$ cat src/rtl/tlp_tx_arbiter_if.sv
// Request/grant bundle between the TLP engines and the transmit arbiter.
// The master modport is the arbiter side; engines and benches use slave.
interface tlp_tx_arbiter_if #(
  parameter int unsigned NUM_REQ = 4
);
  logic [NUM_REQ-1:0] req;
  logic [NUM_REQ-1:0] active;
  logic               tx_buf_av;
  logic [NUM_REQ-1:0] grant;
  logic [2:0]         grant_id;
  logic               busy;
  logic               timeout;
  logic [2:0]         timeout_id;

  modport master (
    input  req, active, tx_buf_av,
    output grant, grant_id, busy, timeout, timeout_id
  );

  modport slave (
    output req, active, tx_buf_av,
    input  grant, grant_id, busy, timeout, timeout_id
  );
endinterface

$ cat src/rtl/tlp_tx_arbiter.sv
// Round-robin owner arbitration for the endpoint trn_t* transmit port, with an
// ack timeout, a maximum hold time and a fixed idle gap between owners.
module tlp_tx_arbiter #(
  parameter int unsigned NUM_REQ     = 4,
  parameter int unsigned ACK_TIMEOUT = 15,
  parameter int unsigned MAX_HOLD    = 1023,
  parameter int unsigned GAP_CYCLES  = 1
) (
  input logic             trn_clk,
  input logic             reset_n,
  tlp_tx_arbiter_if.master bus
);

  typedef enum logic [1:0] {StIdle, StWaitAck, StHold, StGap} state_e;

  state_e             state_q, state_d;
  logic [2:0]         ptr_q, ptr_d;
  logic [15:0]        cnt_q, cnt_d;
  logic [NUM_REQ-1:0] grant_q, grant_d;
  logic [2:0]         grant_id_q, grant_id_d;
  logic               busy_q, busy_d;
  logic               timeout_q, timeout_d;
  logic [2:0]         timeout_id_q, timeout_id_d;

  logic               arb_hit;
  logic [2:0]         arb_sel;
  logic [NUM_REQ-1:0] arb_oh;
  logic               can_start;
  logic               start, drop, expire;
  logic               own_active, own_req;
  logic [2:0]         ptr_next;

  // grant_q is one-hot on the owner while granted, so masking picks its lines only
  assign own_active = |(bus.active & grant_q);
  assign own_req    = |(bus.req & grant_q);
  assign can_start  = arb_hit && bus.tx_buf_av;
  assign ptr_next   = (grant_id_q == 3'(NUM_REQ - 1)) ? 3'd0 : grant_id_q + 3'd1;

  // Circular scan: indices at or above ptr first, then wrap to those below it.
  always_comb begin
    arb_hit = 1'b0;
    arb_sel = '0;
    for (int unsigned j = 0; j < NUM_REQ; j++) begin
      if (!arb_hit && j >= 32'(ptr_q) && bus.req[j]) begin
        arb_hit = 1'b1;
        arb_sel = 3'(j);
      end
    end
    for (int unsigned j = 0; j < NUM_REQ; j++) begin
      if (!arb_hit && j < 32'(ptr_q) && bus.req[j]) begin
        arb_hit = 1'b1;
        arb_sel = 3'(j);
      end
    end
    arb_oh = '0;
    for (int unsigned j = 0; j < NUM_REQ; j++) begin
      arb_oh[j] = (3'(j) == arb_sel);
    end
  end

  always_ff @(posedge trn_clk or negedge reset_n) begin
    if (!reset_n) begin
      state_q      <= StIdle;
      ptr_q        <= '0;
      cnt_q        <= '0;
      grant_q      <= '0;
      grant_id_q   <= '0;
      busy_q       <= 1'b0;
      timeout_q    <= 1'b0;
      timeout_id_q <= '0;
    end else begin
      state_q      <= state_d;
      ptr_q        <= ptr_d;
      cnt_q        <= cnt_d;
      grant_q      <= grant_d;
      grant_id_q   <= grant_id_d;
      busy_q       <= busy_d;
      timeout_q    <= timeout_d;
      timeout_id_q <= timeout_id_d;
    end
  end

  always_comb begin
    state_d = state_q;
    cnt_d   = cnt_q;
    ptr_d   = ptr_q;
    start   = 1'b0;
    drop    = 1'b0;
    expire  = 1'b0;
    unique case (state_q)
      StIdle: begin
        if (can_start) begin
          start   = 1'b1;
          state_d = StWaitAck;
          cnt_d   = '0;
        end
      end
      StWaitAck: begin
        if (own_active) begin
          state_d = StHold;
          cnt_d   = '0;
        end else if (!own_req) begin
          drop = 1'b1;
        end else if (cnt_q == 16'(ACK_TIMEOUT - 1)) begin
          drop   = 1'b1;
          expire = 1'b1;
        end else begin
          cnt_d = cnt_q + 16'd1;
        end
      end
      StHold: begin
        if (!own_active) begin
          drop = 1'b1;
        end else if (cnt_q == 16'(MAX_HOLD - 1)) begin
          drop   = 1'b1;
          expire = 1'b1;
        end else begin
          cnt_d = cnt_q + 16'd1;
        end
      end
      StGap: begin
        // The last gap cycle arbitrates so the port is dark for exactly GAP_CYCLES.
        if (cnt_q == 16'(GAP_CYCLES - 1)) begin
          cnt_d = '0;
          if (can_start) begin
            start   = 1'b1;
            state_d = StWaitAck;
          end else begin
            state_d = StIdle;
          end
        end else begin
          cnt_d = cnt_q + 16'd1;
        end
      end
      default: state_d = StIdle;
    endcase
    if (drop) begin
      state_d = StGap;
      cnt_d   = '0;
      ptr_d   = ptr_next;
    end
  end

  always_comb begin
    grant_d      = grant_q;
    grant_id_d   = grant_id_q;
    busy_d       = (state_d != StIdle);
    timeout_d    = 1'b0;
    timeout_id_d = timeout_id_q;
    if (start) begin
      grant_d    = arb_oh;
      grant_id_d = arb_sel;
    end
    if (drop) begin
      grant_d = '0;
    end
    if (expire) begin
      timeout_d    = 1'b1;
      timeout_id_d = grant_id_q;
    end
  end

  assign bus.grant      = grant_q;
  assign bus.grant_id   = grant_id_q;
  assign bus.busy       = busy_q;
  assign bus.timeout    = timeout_q;
  assign bus.timeout_id = timeout_id_q;

endmodule

$ cat src/flat_wrapper.sv
// flat-port wrapper written by rule: the top's interface ports become plain ports
module tlp_tx_arbiter_flat 
#(
  parameter int unsigned NUM_REQ     = 4,
  parameter int unsigned ACK_TIMEOUT = 15,
  parameter int unsigned MAX_HOLD    = 1023,
  parameter int unsigned GAP_CYCLES  = 1
)
  (trn_clk, reset_n, bus_req, bus_active, bus_tx_buf_av, bus_grant, bus_grant_id, bus_busy, bus_timeout, bus_timeout_id);
  tlp_tx_arbiter_if #(.NUM_REQ(NUM_REQ)) bus_i ();
  input logic trn_clk;
  input logic reset_n;
  input wire logic [$bits(bus_i.req)-1:0] bus_req;
  input wire logic [$bits(bus_i.active)-1:0] bus_active;
  input wire logic [$bits(bus_i.tx_buf_av)-1:0] bus_tx_buf_av;
  output wire logic [$bits(bus_i.grant)-1:0] bus_grant;
  output wire logic [$bits(bus_i.grant_id)-1:0] bus_grant_id;
  output wire logic [$bits(bus_i.busy)-1:0] bus_busy;
  output wire logic [$bits(bus_i.timeout)-1:0] bus_timeout;
  output wire logic [$bits(bus_i.timeout_id)-1:0] bus_timeout_id;
  assign bus_i.req = bus_req;
  assign bus_i.active = bus_active;
  assign bus_i.tx_buf_av = bus_tx_buf_av;
  assign bus_grant = bus_i.grant;
  assign bus_grant_id = bus_i.grant_id;
  assign bus_busy = bus_i.busy;
  assign bus_timeout = bus_i.timeout;
  assign bus_timeout_id = bus_i.timeout_id;
  tlp_tx_arbiter #(.NUM_REQ(NUM_REQ), .ACK_TIMEOUT(ACK_TIMEOUT), .MAX_HOLD(MAX_HOLD), .GAP_CYCLES(GAP_CYCLES)) u_core (.trn_clk(trn_clk), .reset_n(reset_n), .bus(bus_i));
endmodule
$ cat config.mk
export PLATFORM = sky130hd
export DESIGN_NAME = tlp_tx_arbiter_flat
export DESIGN_NICKNAME = d
export VERILOG_FILES = /design/src/rtl/tlp_tx_arbiter_if.sv /design/src/rtl/tlp_tx_arbiter.sv /design/src/flat_wrapper.sv
export SDC_FILE = /design/constraint.sdc
export NUM_CORES = 1
export LEC_CHECK = 0
export ABC_AREA = 1
export CORE_MARGIN = 2
export CORE_UTILIZATION = 35
export DETAILED_ROUTE_END_ITERATION = 10
export GPL_ROUTABILITY_DRIVEN = 0
export HOLD_SLACK_MARGIN = 0.06
export PLACE_DENSITY = 0.61
export REMOVE_ABC_BUFFERS = 1
export SLEW_MARGIN = 20
export SYNTH_ARGS = -nofsm -noshare
export SYNTH_HDL_FRONTEND = slang
export SYNTH_SLANG_ARGS = --single-unit
$ cat constraint.sdc
create_clock -name trn_clk -period 1.9 [get_ports trn_clk]
set_clock_uncertainty 0.2 [all_clocks]
set_input_delay 0.38 -clock trn_clk [delete_from_list [all_inputs] [get_ports trn_clk]]
set_output_delay 0.38 -clock trn_clk [all_outputs]
set_load 0.02 [all_outputs]
=== Word level (Yosys, flattened, before mapping) ===
Index checks and enable logic that the tools add are counted.

* Bits in latches: 0
* Input bits: 11
* Memory bits (read-only): 0
* Memories: 0
* Word-level logic and storage cells: 112
* RAM bits: 0
* Flip-flop bits (word level): 33

* Div/mod/pow operators: 0
* Reduce and logical (&&, ||, !) cells: 31
* $add $sub $neg: 2
* Eq/ne operators: 14
* Magnitude comparators: 8
* $mul: 0
* Shifts and indexed selects: 0
* Bitwise gates (word level): 2
* Muxes and demuxes: 47

{| class="wikitable"
|+ Operator list
! cell !! number
|-
| 2-to-1 mux 16 bit || 8
|-
| one-hot mux 16 bit (4 select lines) || 1
|-
| 2-to-1 mux 1 bit || 21
|-
| 2-to-1 mux 2 bit || 10
|-
| adder 16 x 1 -> 16 bit (second input constant) || 1
|-
| equality test 16 x 10 -> 1 bit (second input constant) || 1
|-
| equality test 16 x 4 -> 1 bit (second input constant) || 1
|-
| logical AND 1 bit || 16
|-
| zero test 16 bit || 1
|-
| AND 4 bit || 2
|-
| 2-to-1 mux 4 bit || 2
|-
| OR reduction 4 bit || 2
|-
| zero test 1 bit || 7
|-
| greater-or-equal comparator 1 x 3 -> 1 bit (first input constant) || 2
|-
| greater-or-equal comparator 2 x 3 -> 1 bit (first input constant) || 2
|-
| less-than comparator 1 x 3 -> 1 bit (first input constant) || 2
|-
| less-than comparator 2 x 3 -> 1 bit (first input constant) || 2
|-
| != test 3 x 1 -> 1 bit (second input constant) || 2
|-
| one-hot mux 1 bit (2 select lines) || 3
|-
| one-hot mux 2 bit (3 select lines) || 1
|-
| AND reduction 5 bit || 1
|-
| equality test 2 bit (first input constant) || 2
|-
| equality test 2 bit (second input constant) || 2
|-
| != test 4 x 1 -> 1 bit (second input constant) || 1
|-
| 10 further kinds || 11
|}

=== Depth between registers and ports, before layout ===
* Depth in word-level cells: 37
* Mapped depth: 13

=== Worst setup path before layout ===
No wires, ideal clock.

* Path type: register to register
* Start point: register u_core.state_q[0]
* End point: register u_core.cnt_q[0]
* Buffers on the path: 2
* Data arrival time: 1658 ps
* Required time: 1584 ps
* Setup time: 116 ps
* Cell stages (with the launch flop): 14
* Setup slack: -75 ps
* Cells stage by stage: dfrtp_1 inv_1 ha_1 clkbuf_1 nand2_1 nor2_1 nand3b_1 nand2_2 nand3_4 nand2_8 inv_4 buf_6 nand2_1 nand2_1

* Longest elaborated chain between the ends: 4
* Elaborated cells between the ends (all ways): 13
* Those cells by class: eq/ne: 8; mux: 3; reduce/logical: 2

{| class="wikitable"
|+ RTL lines
! what !! RTL line !! RTL
|-
| start, declared || tlp_tx_arbiter.sv:16 || <nowiki>state_e state_q, state_d;</nowiki>
|-
| start signal, assigned || tlp_tx_arbiter.sv:63 || <nowiki>state_q <= StIdle;</nowiki>
|-
| start signal, assigned || tlp_tx_arbiter.sv:72 || <nowiki>state_q <= state_d;</nowiki>
|-
| equality test 2 bit / equality test 2 x 1 -> 1 bit (equally long branches) || tlp_tx_arbiter.sv:90 || <nowiki>unique case (state_q)</nowiki>
|-
| one-hot mux 1 bit (2 select lines) || tlp_tx_arbiter.sv:90 ||
|-
| != test 4 x 1 -> 1 bit (no line), or another cell as far along || n/a ||
|-
| AND reduction 5 bit (no line) || n/a ||
|-
| end signal, assigned || tlp_tx_arbiter.sv:74 || <nowiki>cnt_q <= cnt_d;</nowiki>
|-
| end, declared || tlp_tx_arbiter.sv:18 || <nowiki>logic [15:0] cnt_q, cnt_d;</nowiki>
|}

Parallel ways exist; a longest one is shown, timed or not.
A chain may end at the register's enable or synchronous reset.

=== Worst setup path in the final report ===
* Start point: input bus_req[0]
* End point: register u_core.cnt_q[4]

* Longest elaborated chain between the ends: 33
* Elaborated cells between the ends (all ways): 43
* Those cells by class: eq/ne: 5; mux: 12; bitwise: 1; reduce/logical: 25

{| class="wikitable"
|+ RTL lines
! what !! RTL line !! RTL
|-
| start, declared || flat_wrapper.sv:13 || <nowiki>input wire logic [$bits(bus_i.req)-1:0] bus_req;</nowiki>
|-
| logical AND 1 bit || tlp_tx_arbiter.sv:44 || <nowiki>if (!arb_hit && j >= 32'(ptr_q) && bus.req[j]) begin</nowiki>
|-
| 2-to-1 mux 1 bit || tlp_tx_arbiter.sv:44 ||
|-
| zero test 1 bit || tlp_tx_arbiter.sv:44 ||
|-
| logical AND 1 bit (2 in series) || tlp_tx_arbiter.sv:44 ||
|-
| 2-to-1 mux 1 bit || tlp_tx_arbiter.sv:44 ||
|-
| zero test 1 bit || tlp_tx_arbiter.sv:44 ||
|-
| logical AND 1 bit (2 in series) || tlp_tx_arbiter.sv:44 ||
|-
| 2-to-1 mux 1 bit || tlp_tx_arbiter.sv:44 ||
|-
| (+13 left out) || n/a ||
|-
| logical AND 1 bit (2 in series) || tlp_tx_arbiter.sv:50 || <nowiki>if (!arb_hit && j < 32'(ptr_q) && bus.req[j]) begin</nowiki>
|-
| 2-to-1 mux 1 bit || tlp_tx_arbiter.sv:50 ||
|-
| zero test 1 bit || tlp_tx_arbiter.sv:50 ||
|-
| logical AND 1 bit (2 in series) || tlp_tx_arbiter.sv:50 ||
|-
| 2-to-1 mux 1 bit || tlp_tx_arbiter.sv:50 ||
|-
| logical AND 1 bit || tlp_tx_arbiter.sv:36 || <nowiki>assign can_start = arb_hit && bus.tx_buf_av;</nowiki>
|-
| != test 3 x 1 -> 1 bit (no line) || n/a ||
|-
| AND reduction 5 bit (no line) || n/a ||
|}

Parallel ways exist; a longest one is shown, timed or not.

==> flow_metrics.env <==
export IMPL_synth_top_area_share_pct=32.3
export IMPL_asyncSetResetFlopFracSynth_pct=100
export IMPL_grt_overflow_total=0
export IMPL_final_setup_worst_slack_ps=-16.9
export IMPL_tritoncts="done"
export IMPL_final_antenna_net_count=0
export IMPL_die_y_um=85.5
export IMPL_grt_max_degree=31
export IMPL_grt_pass1_wl_um=10200
export IMPL_r2r_setup_slack_ps=0
export IMPL_max_cap_violations=0
export IMPL_ys_seq_elements=30
export IMPL_dp_hpwl_um=4510
export IMPL_cts_sinks=30
export IMPL_synth_top_cells_by_count="139 x sky130_fd_sc_hd__nand2_1, 38 x sky130_fd_sc_hd__inv_1, 35 x sky130_fd_sc_hd__nor2_1"
export IMPL_worst_skew_pair_late_latency_ps=290
export IMPL_finalWorstPathRequiredPeriod_ps=1920
export IMPL_yosys_warnings=0
export IMPL_fin_crit_sh_pct=101
export IMPL_antenna_diode_count=0
export IMPL_drt_drc_violations_left=0
export IMPL_hold_viol=0
export IMPL_place_port_buffers=20
export IMPL_achievable_frequency_mhz=522
export IMPL_floorplan_initialDensity_pct=36.4
export IMPL_synth_edf_count=0
export IMPL_synth_top_cells_by_area="sky130_fd_sc_hd__dfrtp_1 32%, sky130_fd_sc_hd__nand2_1 22%, sky130_fd_sc_hd__inv_1 6.1%"
export IMPL_path_max_fanout=7
export IMPL_critical_path_arrival_ps=1940
export IMPL_via_count=2334
export IMPL_synth_yosys_seq_area_share_pct=32.3
export IMPL_p_leak_nw=1.75
export IMPL_grt_setup_unrepaired="true"
export IMPL_final_core_occ_pct=51.6
export IMPL_boundaryPins=23
export IMPL_share_of_post_route_cells_with_drive_strength_above_1_pct=31.0
export IMPL_ys_flop_type="sky130_fd_sc_hd__dfrtp_1"
export IMPL_post_drt_wl_per_cell_um=12.7
export IMPL_design_power_total_mw=4.56
export IMPL_final_fill_count=635
export IMPL_synth_largest_area_cell="sky130_fd_sc_hd__dfrtp_1"
export IMPL_cts_buffers=5
export IMPL_h_tree_depth=2
export IMPL_postRouteWirelength_um=6340
export IMPL_die_span_x_um=85.5
export IMPL_via_per_inst=4.67
export IMPL_synth_lib_cells_used_distinct=35
export IMPL_setup_worst_path_class="in -> reg"
export IMPL_layout_nets=442
export IMPL_area_growth_synth_to_final_pct=41.5
export IMPL_core_rowCount=29
export IMPL_cts_hold_repair_buffers=0
export IMPL_worstHoldPathType="in -> async"
export IMPL_r2r_end="u_core.cnt_q[4]$_DFFE_PN0P_"
export IMPL_pwr_density_cell_mw_per_mm2=1380
export IMPL_core_mm2=0.00639
export IMPL_design_die_area_mm2=0.00732
export IMPL_detail_route_first_pass_iterations=4
export IMPL_crit_reg2reg_launch="u_core.state_q[0]$_DFF_PN0_"
export IMPL_worstSetupEndpointType="register"
export IMPL_grt_pass1_vias=2200
export IMPL_ir_drop_v=0.000804
export IMPL_post_place_instance_area_mm2=0.00292
export IMPL_start_kind="input pin"
export IMPL_iter_0_drt_violations=108
export IMPL_violations="negative setup slack"
export IMPL_cts_buffer_depth=2
export IMPL_status="finished with violations"
export IMPL_cts_reportedPaths_clkPinSlew_ps=70
export IMPL_setup_violations=5
export IMPL_grt_antenna_before_repair=0
export IMPL_netlist_instances=347
export IMPL_synth_area_per_cell_um2=6.71
export IMPL_timing_reg2reg_worst_path_depth=12
export IMPL_timing_critical_path_required_ps=1920
export IMPL_groute_usage_overall_pct=17.5
export IMPL_slew_limit_fails=0
export IMPL_final_cell_area_mm2=0.00329
export IMPL_cts_root_buf="sky130_fd_sc_hd__clkbuf_8"
export IMPL_syn_cell_area_mm2=0.00233
export IMPL_setup_tns_ps=-52.7
export IMPL_post_synth_top_count_cell="sky130_fd_sc_hd__nand2_1"
export IMPL_pre_cts_ws_ps=-321
## repair_timing
item / CTS / global route
resized for setup: 18 / 55
endpoints found under the setup margin: 22 / 30
pin swaps: 0 / 19
setup buffers: 3 / 4
cloned: 0 / 1
## report_power, final
part	switching, mW	internal [mW]
registers	0.114	0.782
logic	1.75	1.35
clock network	0.269	0.291
total	2.13	2.42
## through the flow
| step | hold WS [ps] | cells |
|---|---|---|
| after floorplan | -116 | 338 |
| after global placement | 266 | 484 |
| after detailed placement | 269 | 484 |
| after CTS | 284 | 495 |
| after global routing | 301 | 500 |
| final | 278 | 500 |
## critical path, cell delays in order
cell and delay (ps):
sky130_fd_sc_hd__clkdlybuf4s50_1 450, sky130_fd_sc_hd__nand2_1 130, sky130_fd_sc_hd__nand2_1 100, sky130_fd_sc_hd__nor2_4 120, sky130_fd_sc_hd__nand4_2 130, sky130_fd_sc_hd__nand2_2 110, sky130_fd_sc_hd__nand2_2 130, sky130_fd_sc_hd__nand2_8 150
sky130_fd_sc_hd__buf_8 140, sky130_fd_sc_hd__nand2_2 50, sky130_fd_sc_hd__o21ai_2 50
## worst max-delay path by stage
stage | from | endpoint | slack, ps | cells past startpoint
after floorplan | u_core.state_q[0]$_DFF_PN0_ | u_core.bus.grant[3]$_DFFE_PN0P_ | -170 | 11
after global placement | bus_req[2] | u_core.cnt_q[4]$_DFFE_PN0P_ | -280 | 11
after detailed placement | bus_req[2] | u_core.cnt_q[4]$_DFFE_PN0P_ | -320 | 11
after CTS | u_core.bus.grant[3]$_DFFE_PN0P_ | bus_grant[3] | 5 | 1
after global routing | u_core.cnt_q[0]$_DFFE_PN0P_ | u_core.cnt_q[13]$_DFFE_PN0P_ | -100 | 13
final | bus_req[0] | u_core.cnt_q[4]$_DFFE_PN0P_ | -20 | 11
## routing by layer
layer,global-route usage (%),part of all wire [%],vias up
met3,2.69,3.8,7
met2,27.5,47,39
met1,25.1,48,1070
met5,0,0,-
met4,5.34,1.4,0
li1,-,-,1218
## registers in the layout (all words and copies together) (netlist names)
register	count
u_core.bus.grant	4
u_core.cnt_q	16
u_core.ptr_q	2
u_core.bus.timeout_id	2
u_core.bus.timeout	1
u_core.state_q	2
u_core.bus.grant_id	2
u_core.bus.busy	1
## cells in the final DEF (no fill, tap or decap), types with 8 or more instances in the layout
| cell | count |
|---|---|
| sky130_fd_sc_hd__xor2_1 | 8 |
| sky130_fd_sc_hd__nand2_2 | 19 |
| sky130_fd_sc_hd__dfrtp_1 | 30 |
| sky130_fd_sc_hd__inv_1 | 28 |
| sky130_fd_sc_hd__inv_2 | 11 |
| sky130_fd_sc_hd__clkdlybuf4s50_1 | 14 |
| sky130_fd_sc_hd__nand3_1 | 21 |
| sky130_fd_sc_hd__nand2_1 | 123 |
| sky130_fd_sc_hd__nor2_1 | 32 |
| sky130_fd_sc_hd__buf_4 | 48 |
## final cells by class
type	instances	area [um^2]	share of cell area, %
inverter	43	171	5.21
multi-input combinational	266	1510	45.8
clock buffer	6	82.6	2.51
tap	77	96.3	2.93
clock inverter	2	12.5	0.380
sequential	30	751	22.8
timing repair buffer	76	672	20.4
## cells by family after synthesis
logic type	synth area share (%)
AND/OR/NAND/NOR	44.1
buffers and inverters	10.7
flip-flops	32.3
AO/OA/AOI/OAI	4.19
XOR/XNOR	3.76
adder cells (fa/ha/maj)	4.84
other	0.161
Note: power is estimated with default switching activity, not from simulation.
